### src/rtl/seq_linear_pkg.sv
// Shared types and helpers for the sequential linear layer.
// Optional feature macro: SEQ_LINEAR_RELU_EN (clamps lane outputs at zero).
package seq_linear_pkg;

  typedef enum logic [1:0] {
    IDLE = 2'd0,
    ACC  = 2'd1,
    DONE = 2'd2
  } state_t;

  // Widest value the saturation helper handles; lanes sign-extend into it.
  localparam int SAT_MAX_W = 128;

  // Clamp a signed value to the range of a signed 'width'-bit number.
  function automatic logic signed [SAT_MAX_W-1:0] saturate(
    input logic signed [SAT_MAX_W-1:0] value,
    input int                          width
  );
    logic signed [SAT_MAX_W-1:0] max_v;
    logic signed [SAT_MAX_W-1:0] min_v;
    max_v = (SAT_MAX_W'(1) << (width - 1)) - SAT_MAX_W'(1);
    min_v = ~max_v;
    if (value > max_v)
      saturate = max_v;
    else if (value < min_v)
      saturate = min_v;
    else
      saturate = value;
  endfunction

endpackage

### src/rtl/linear_mac_lane.sv
// One output lane: multiply-accumulate over the input vector, then
// shift, saturate and (with SEQ_LINEAR_RELU_EN) clamp negatives to zero.
module linear_mac_lane
  import seq_linear_pkg::*;
#(
  parameter int                    WIDTH       = 16,
  parameter int                    NIN         = 4,
  parameter int                    FRAC_BITS   = 8,
  parameter int                    ACC_W       = 2*WIDTH + 3,
  parameter int                    KW          = 2,
  parameter logic [WIDTH*NIN-1:0]  ROW_WEIGHTS = '0
) (
  input  logic                    clk,
  input  logic                    rst_n,
  input  logic                    clr,
  input  logic                    acc_en,
  input  logic                    load,
  input  logic [KW-1:0]           k,
  input  logic signed [WIDTH-1:0] x,
  output logic [WIDTH-1:0]        y
);

  logic signed [WIDTH-1:0]     w_arr [NIN];
  logic signed [WIDTH-1:0]     w_k;
  logic signed [2*WIDTH-1:0]   prod;
  logic signed [ACC_W-1:0]     prod_ext;
  logic signed [ACC_W-1:0]     acc_reg;
  logic signed [ACC_W-1:0]     acc_next;
  logic signed [ACC_W-1:0]     shifted;
  logic signed [SAT_MAX_W-1:0] wide;
  logic signed [SAT_MAX_W-1:0] sat_wide;
  logic [WIDTH-1:0]            y_next;

  genvar gi;
  generate
    for (gi = 0; gi < NIN; gi++) begin : gen_weight
      assign w_arr[gi] = ROW_WEIGHTS[(NIN-gi)*WIDTH-1 -: WIDTH];
    end
  endgenerate

  assign w_k      = w_arr[k];
  assign prod     = w_k * x;
  assign prod_ext = {{(ACC_W-2*WIDTH){prod[2*WIDTH-1]}}, prod};
  // The final product is folded in combinationally so the result can be
  // registered on the same edge that leaves ACC.
  assign acc_next = acc_reg + prod_ext;
  assign shifted  = acc_next >>> FRAC_BITS;
  assign wide     = {{(SAT_MAX_W-ACC_W){shifted[ACC_W-1]}}, shifted};
  assign sat_wide = saturate(wide, WIDTH);

`ifdef SEQ_LINEAR_RELU_EN
  assign y_next = sat_wide[WIDTH-1] ? '0 : sat_wide[WIDTH-1:0];
`else
  assign y_next = sat_wide[WIDTH-1:0];
`endif

  // Accumulator: cleared on vector accept, one product added per ACC cycle.
  always_ff @(posedge clk or negedge rst_n) begin
    if (!rst_n)
      acc_reg <= '0;
    else if (clr)
      acc_reg <= '0;
    else if (acc_en)
      acc_reg <= acc_next;
  end

  // Output register: captured on the last ACC cycle, held through DONE.
  always_ff @(posedge clk or negedge rst_n) begin
    if (!rst_n)
      y <= '0;
    else if (load)
      y <= y_next;
  end

endmodule

### src/rtl/seq_linear_layer.sv
// Sequential matrix-vector layer: one input element per cycle across NOUT
// parallel lanes. Optional macro SEQ_LINEAR_RELU_EN adds ReLU to outputs.
module seq_linear_layer
  import seq_linear_pkg::*;
#(
  parameter int                          WIDTH               = 16,
  parameter int                          NIN                 = 4,
  parameter int                          NOUT                = 3,
  parameter int                          FRAC_BITS           = 8,
  parameter logic [WIDTH*NIN*NOUT-1:0]   WEIGHTS_MATRIX_FLAT = '0
) (
  input  logic                   clk,
  input  logic                   rst_n,
  input  logic                   in_valid,
  output logic                   in_ready,
  input  logic [WIDTH*NIN-1:0]   in_vec,
  output logic                   out_valid,
  input  logic                   out_ready,
  output logic [WIDTH*NOUT-1:0]  out_vec,
  output logic                   busy
);

  localparam int ACC_W = 2*WIDTH + $clog2(NIN) + 1;
  localparam int KW    = (NIN > 1) ? $clog2(NIN) : 1;

  state_t                  state_reg, state_next;
  logic [KW-1:0]           k_reg, k_next;
  logic [WIDTH*NIN-1:0]    x_reg, x_next;
  logic signed [WIDTH-1:0] x_arr [NIN];
  logic signed [WIDTH-1:0] x_k;
  logic                    accept;
  logic                    acc_en;
  logic                    last;

  // State, index and captured input vector.
  always_ff @(posedge clk or negedge rst_n) begin
    if (!rst_n) begin
      state_reg <= IDLE;
      k_reg     <= '0;
      x_reg     <= '0;
    end else begin
      state_reg <= state_next;
      k_reg     <= k_next;
      x_reg     <= x_next;
    end
  end

  // Next-state logic and handshake outputs.
  always_comb begin
    state_next = state_reg;
    k_next     = k_reg;
    x_next     = x_reg;
    in_ready   = 1'b0;
    out_valid  = 1'b0;
    busy       = 1'b1;
    accept     = 1'b0;
    acc_en     = 1'b0;
    last       = 1'b0;
    case (state_reg)
      IDLE: begin
        in_ready = 1'b1;
        busy     = 1'b0;
        if (in_valid) begin
          accept     = 1'b1;
          x_next     = in_vec;
          k_next     = '0;
          state_next = ACC;
        end
      end
      ACC: begin
        acc_en = 1'b1;
        k_next = k_reg + 1'b1;
        if (k_reg == KW'(NIN - 1)) begin
          last       = 1'b1;
          k_next     = '0;
          state_next = DONE;
        end
      end
      DONE: begin
        out_valid = 1'b1;
        if (out_ready)
          state_next = IDLE;
      end
      default: state_next = IDLE;
    endcase
  end

  genvar gi;
  generate
    for (gi = 0; gi < NIN; gi++) begin : gen_x
      assign x_arr[gi] = x_reg[(NIN-gi)*WIDTH-1 -: WIDTH];
    end
  endgenerate

  assign x_k = x_arr[k_reg];

  generate
    for (gi = 0; gi < NOUT; gi++) begin : gen_lane
      linear_mac_lane #(
        .WIDTH       (WIDTH),
        .NIN         (NIN),
        .FRAC_BITS   (FRAC_BITS),
        .ACC_W       (ACC_W),
        .KW          (KW),
        .ROW_WEIGHTS (WEIGHTS_MATRIX_FLAT[(NOUT-gi)*NIN*WIDTH-1 -: NIN*WIDTH])
      ) u_lane (
        .clk    (clk),
        .rst_n  (rst_n),
        .clr    (accept),
        .acc_en (acc_en),
        .load   (last),
        .k      (k_reg),
        .x      (x_k),
        .y      (out_vec[(NOUT-gi)*WIDTH-1 -: WIDTH])
      );
    end
  endgenerate

endmodule

### config.mk
export PLATFORM = sky130hd
export DESIGN_NAME = seq_linear_layer
export DESIGN_NICKNAME = d
export VERILOG_FILES = /design/src/rtl/seq_linear_pkg.sv /design/src/rtl/linear_mac_lane.sv /design/src/rtl/seq_linear_layer.sv
export SDC_FILE = /design/constraint.sdc
export NUM_CORES = 1
export LEC_CHECK = 0
export CORE_AREA = 2 2 45 47
export CTS_BUF_LIST = sky130_fd_sc_hd__clkbuf_8 sky130_fd_sc_hd__clkbuf_16
export DETAILED_ROUTE_END_ITERATION = 10
export DIE_AREA = 0 0 47 49
export DONT_BUFFER_PORTS = 1
export GPL_TIMING_DRIVEN = 1
export HOLD_SLACK_MARGIN = 0.03
export SLEW_MARGIN = 15
export SYNTH_ARGS = -nofsm -noshare
export SYNTH_HDL_FRONTEND = slang
export SYNTH_SLANG_ARGS = --single-unit
### constraint.sdc
create_clock -name clk -period 2 [get_ports clk]
set_clock_uncertainty 0.15 [all_clocks]
set_input_delay 0.2 -clock clk [delete_from_list [all_inputs] [get_ports clk]]
set_output_delay 0.2 -clock clk [all_outputs]
set_load 0.03 [all_outputs]
==> results.sh, run 1 <==
export IMPL_status="finished, final reports clean"
export IMPL_ioPinCount=119
export IMPL_root_buffer="clkbuf_8"
export IMPL_post_route_min_period_ns=1.59
export IMPL_num_rows=16
export IMPL_port_buffers=0
export IMPL_reg2reg_slack_ns=0.85
export IMPL_ys_warn_count=0
export IMPL_path_buf_inv=1
export IMPL_htreeDepth=1
export IMPL_cts_buffers_inserted=3
export IMPL_grt_antenna_before_repair=0
export IMPL_grt_max_degree=6
export IMPL_clk_path_buf_depth=2
export IMPL_postSynthAreaPerCell_um2=8.51
export IMPL_clkTransAtPathRegs_ns=0.03
export IMPL_cts_sink_count=4
export IMPL_grt_pass1_wl_um=696
export IMPL_fin_area_um2=472
export IMPL_total_power_mw=0.647
export IMPL_max_stage_delay_ns=0.41
export IMPL_path_class="register to primary output"
export IMPL_fp_dieArea_um2=2300
export IMPL_finalCritPeriodShare=0.796
export IMPL_drt_total_wl_um=562
export IMPL_crit_cells=2
export IMPL_area_growth_pct=-14.7
export IMPL_vias=271
export IMPL_hp_class="input pin to register"
export IMPL_leakagePower_nw=0.291
export IMPL_via_per_inst=2.79
export IMPL_yosys_cell_types_count=12
export IMPL_rsz0062_at_grt="false"
export IMPL_slowest_stage="dfrtp_1"
export IMPL_ir_worst_vdd_v=0.000370
export IMPL_cts_setup_buffers=0
export IMPL_die_w_um=47
export IMPL_setup_tns_ns=0
export IMPL_start_kind="register"
export IMPL_drive_above_1_share=0.0857
export IMPL_wire_per_inst_um=5.79
export IMPL_clock_latency_ns=0.22
export IMPL_num_nets_final=141
export IMPL_syn_area_um2=553
export IMPL_required_ns=1.65
export IMPL_max_cap_violations=0
export IMPL_initial_core_util=0.300
export IMPL_critical_path_max_fanout=5
export IMPL_grt_pass1_vias=178
export IMPL_rr_worst_depth=2
export IMPL_firstDrtPassIters=4
export IMPL_ant_nets=0
export IMPL_pwr_density_cell_nw_per_um2=1370
export IMPL_dieHeight_um=49
export IMPL_crit_path_end_kind="primary output"
export IMPL_synth_seq_cells=4
export IMPL_gp_congestion=0.631
export IMPL_cpLargestDelayFamily="flip-flops"
export IMPL_place_area_um2=410
export IMPL_grt_overflow_total=0
export IMPL_drc=0
export IMPL_hold_viol=0
export IMPL_antenna_cells=0
export IMPL_ys_seq_area_frac=0.181
export IMPL_core_um2=1840
export IMPL_hold_depth=2
export IMPL_fmax_mhz=628
export IMPL_first_iter_violations=3
export IMPL_setup_viol=0
export IMPL_critical_path_cell_chain="or2_1, inv_1"
export IMPL_grt_usage=0.0485
export IMPL_dp_hpwl_um=468
export IMPL_synthCells=65
export IMPL_num_fill_cells=204
export IMPL_slew_violations=0
export IMPL_arrival_ns=1.24
export IMPL_cts_tree="built"
-- final cells by class --
class                   count  area [um^2]  area share
multi-input cells          58          262       0.554
flip-flops and latches      4          100       0.212
clock buffers               3         41.3      0.0875
well taps                  27         33.8      0.0716
repair buffers              3         27.5      0.0584
inverters                   2         7.51      0.0159
-- per-stage QoR --
stage,setup slack [ns],hold WS [ns],cells,utilization
after floorplan,0.659,-0.246,112,-
after global placement,0.636,-0.245,92,0.223
after detailed placement,0.634,-0.245,92,0.223
after CTS,0.401,0.0662,97,0.256
after global routing,0.356,0.0911,97,0.256
final,0.408,0.0645,97,0.256
-- worst paths after layout --
check,start,to
min in group asynchronous,rst_n,k_reg[0]
worst max register to register,k_reg[0],k_reg[1]
worst min-delay path,in_valid,state_reg[0]
worst max-delay path,state_reg[0],in_ready
worst min register to register,k_reg[1],k_reg[1]
max in group asynchronous,rst_n,state_reg[1]
-- cell usage after synthesis --
cell | n | share of area
o21bai_2 | 1 | 0.020
or2_1 | 1 | 0.011
a21oi_1 | 1 | 0.0090
nor2_1 | 1 | 0.0068
dfrtp_1 | 4 | 0.18
inv_1 | 2 | 0.014
conb_1 | 1 | 0.0068
nor2b_1 | 1 | 0.011
a22o_1 | 3 | 0.048
ha_1 | 1 | 0.023
buf_4 | 48 | 0.65
and2b_4 | 1 | 0.018
-- metal layers --
layer / vias up / share of wire / track usage
met5: - / 0 / 0
met4: 0 / 0.046 / 0.0694
met3: 4 / 0.24 / 0.0222
met2: 40 / 0.35 / 0.0571
met1: 112 / 0.36 / 0.0498
li1: 115 / - / -
-- power by group --
group          leakage [nW]  internal, mW  switching [mW]
Clock                0.0216         0.129          0.0445
Sequential           0.0488         0.120          0.0295
Combinational         0.221        0.0929           0.231
Total                 0.291         0.342           0.305
-- logic make-up (layout without fill, tap and decap cells) --
| kind of cell | Yosys count | after routing | share of synthesized area |
|---|---|---|---|
| AOI/OAI and AO/OA | 5 | 5 | 0.0769 |
| buffers and inverters | 50 | 8 | 0.665 |
| adders and majority gates | 1 | 1 | 0.0226 |
| and+or+nand+nor | 4 | 4 | 0.0475 |
| DFF | 4 | 4 | 0.181 |
| other | 1 | 48 | 0.00678 |
-- timing repair --
action,CTS,global route
resized for setup,0,0
setup endpoints to repair,0,0
hold buffers,2,0
endpoints found under the hold margin,5,0
-- cell usage in the layout (no fill, tap or decap), drive strengths merged --
| master | Yosys | final |
|---|---|---|
| conb | 1 | 48 |
| dfrtp | 4 | 4 |
| a22o | 3 | 3 |
| clkbuf | 0 | 3 |
| inv | 2 | 2 |
| dlygate4sd3 | 0 | 2 |
| or2 | 1 | 1 |
| and2b | 1 | 1 |
| nor2b | 1 | 1 |
| o21bai | 1 | 1 |
| nor2 | 1 | 1 |
| a21oi | 1 | 1 |
| ha | 1 | 1 |
| buf | 48 | 1 |
Note: power is estimated with default switching activity, not from simulation.
==> inputs of run 2 (changes only) <==
==> constraint.sdc (replaced) <==
create_clock -name clk -period 1.4 [get_ports clk]
set_clock_uncertainty 0.15 [all_clocks]
set_input_delay 0.14 -clock clk [delete_from_list [all_inputs] [get_ports clk]]
set_output_delay 0.14 -clock clk [all_outputs]
set_load 0.03 [all_outputs]
==> run 2 against run 1 <==
  * Sequential cell count did not move
  * Hold slack got worse by 0.020 ns
  * Utilization rose by 0.95 points
  * Via count grew 6.3%
  * Sequential power is 44% higher
  * First-iteration DRC count unchanged
  * Clock power up 39%
  * Largest power group unchanged
  * Cell count increased by 2.1%
  * Routed wire length grew 5.9%
  * Setup slack worse by 0.36 ns
  * Register-to-register slack worse by 0.60 ns
  * Largest cell class unchanged
  * Critical path type unchanged
  * Critical endpoint is now busy
==> results.sh, run 2 (same netlist as run 1, synthesis figures left out) <==
export IMPL_status="finished, final reports clean"
export IMPL_arrival_ns=1.06
export IMPL_firstDrtPassIters=3
export IMPL_hp_class="input pin to asynchronous set/reset pin"
export IMPL_path_class="register to primary output"
export IMPL_start_kind="register"
export IMPL_first_iter_violations=3
export IMPL_cts_sink_count=4
export IMPL_grt_pass1_vias=208
export IMPL_grt_max_degree=6
export IMPL_clock_latency_ns=0.22
export IMPL_drc=0
export IMPL_antenna_cells=0
export IMPL_max_cap_violations=0
export IMPL_regToRegEndpoint="k_reg[1]"
export IMPL_gp_congestion=0.637
export IMPL_die_w_um=47
export IMPL_mostFrequentLayoutCell="conb_1"
export IMPL_slew_violations=0
export IMPL_rsz0062_at_grt="false"
export IMPL_grt_overflow_total=0
export IMPL_grt_pass1_wl_um=834
export IMPL_cts_buffers_inserted=3
export IMPL_leakagePower_nw=0.298
export IMPL_fmax_mhz=740
export IMPL_mostFrequentLayoutCells="conb_1, dfrtp_1, a22o_1, clkbuf_8, dlygate4sd3_1"
export IMPL_initial_core_util=0.300
export IMPL_area_growth_pct=-11.5
export IMPL_cts_setup_buffers=0
export IMPL_fin_util=0.266
export IMPL_port_buffers=0
export IMPL_htreeDepth=1
export IMPL_pwr_density_cell_nw_per_um2=1930
export IMPL_setup_viol=0
export IMPL_worst_slack_ns=0.0494
export IMPL_via_per_inst=2.91
export IMPL_clk_path_buf_depth=2
export IMPL_drt_total_wl_um=595
export IMPL_r2r_start="k_reg[0]"
export IMPL_finalCritPeriodShare=0.965
export IMPL_wire_per_inst_um=6.01
export IMPL_core_um2=1840
export IMPL_ioPinCount=119
export IMPL_setup_tns_ns=0
export IMPL_pre_cts_ws_ns=0.248
export IMPL_dp_hpwl_um=484
export IMPL_num_nets_final=143
export IMPL_crit_path_end_kind="primary output"
export IMPL_vias=288
export IMPL_critical_path_max_fanout=5
export IMPL_num_rows=16
export IMPL_ir_worst_vdd_v=0.000691
export IMPL_root_buffer="clkbuf_8"
export IMPL_drive_above_1_share=0.111
export IMPL_hold_viol=0
export IMPL_cts_tree="built"
export IMPL_post_route_min_period_ns=1.35
export IMPL_fp_dieArea_um2=2300
export IMPL_rr_worst_depth=2
export IMPL_grt_usage=0.0543
export IMPL_clkTransAtPathRegs_ns=0.03
export IMPL_grt_antenna_before_repair=0
export IMPL_ant_nets=0
export IMPL_dieHeight_um=49
export IMPL_reg2reg_slack_ns=0.25
export IMPL_required_ns=1.11
[run 2: how the worst max path moves through the flow]
| stage | startpoint | to | slack [ns] |
|---|---|---|---|
| finish | state_reg[0] | busy | 0.05 |
| global route | state_reg[0] | busy | 0.02 |
| CTS | state_reg[0] | in_ready | 0.02 |
| detailed placement | k_reg[0] | k_reg[1] | 0.25 |
| global placement | k_reg[0] | k_reg[1] | 0.27 |
| floorplan | state_reg[0] | state_reg[1] | 0.09 |
[run 2: cell type report]
class                   count  area (um^2)
fillers                   205         1350
multi-input cells          58          262
flip-flops and latches      4          100
repair buffers              5         45.0
clock buffers               3         41.3
well taps                  27         33.8
inverters                   2         7.51
[run 2: power breakdown]
group,internal (mW),switching (mW),leakage [nW]
sequential,0.172,0.0444,0.0488
clock,0.183,0.0576,0.0216
combinational,0.153,0.334,0.228
[run 2: through the flow]
step	power (mW)	hold slack, ns	instances	area [um^2]
3_3_place_gp	0.676	-0.305	93	418
2_1_floorplan	0.727	-0.306	112	729
6_report	0.944	0.0444	99	489
5_1_grt	1.02	0.0634	99	489
4_1_cts	0.950	0.0477	99	489
3_5_place_dp	0.692	-0.305	93	418
[run 2: routing by layer]
metal / wire [um] / vias up / global-route usage
li1: - / 119 / -
met1: 160 / 126 / 0.0408
met5: 0 / - / 0
met3: 167 / 2 / 0.0519
met2: 258 / 41 / 0.0868
met4: 8 / 0 / 0.0278
[run 2: worst max-delay path: stages (launching register included)]
cell and delay, ns:
dfrtp_1 0.42, or2_1 0.25, buf_4 0.18
[run 2: repair_timing]
action,4_1_cts,5_1_grt
gates resized for setup,0,1
endpoints found under the setup margin,0,1
hold endpoints to repair,6,0
hold buffers,3,0
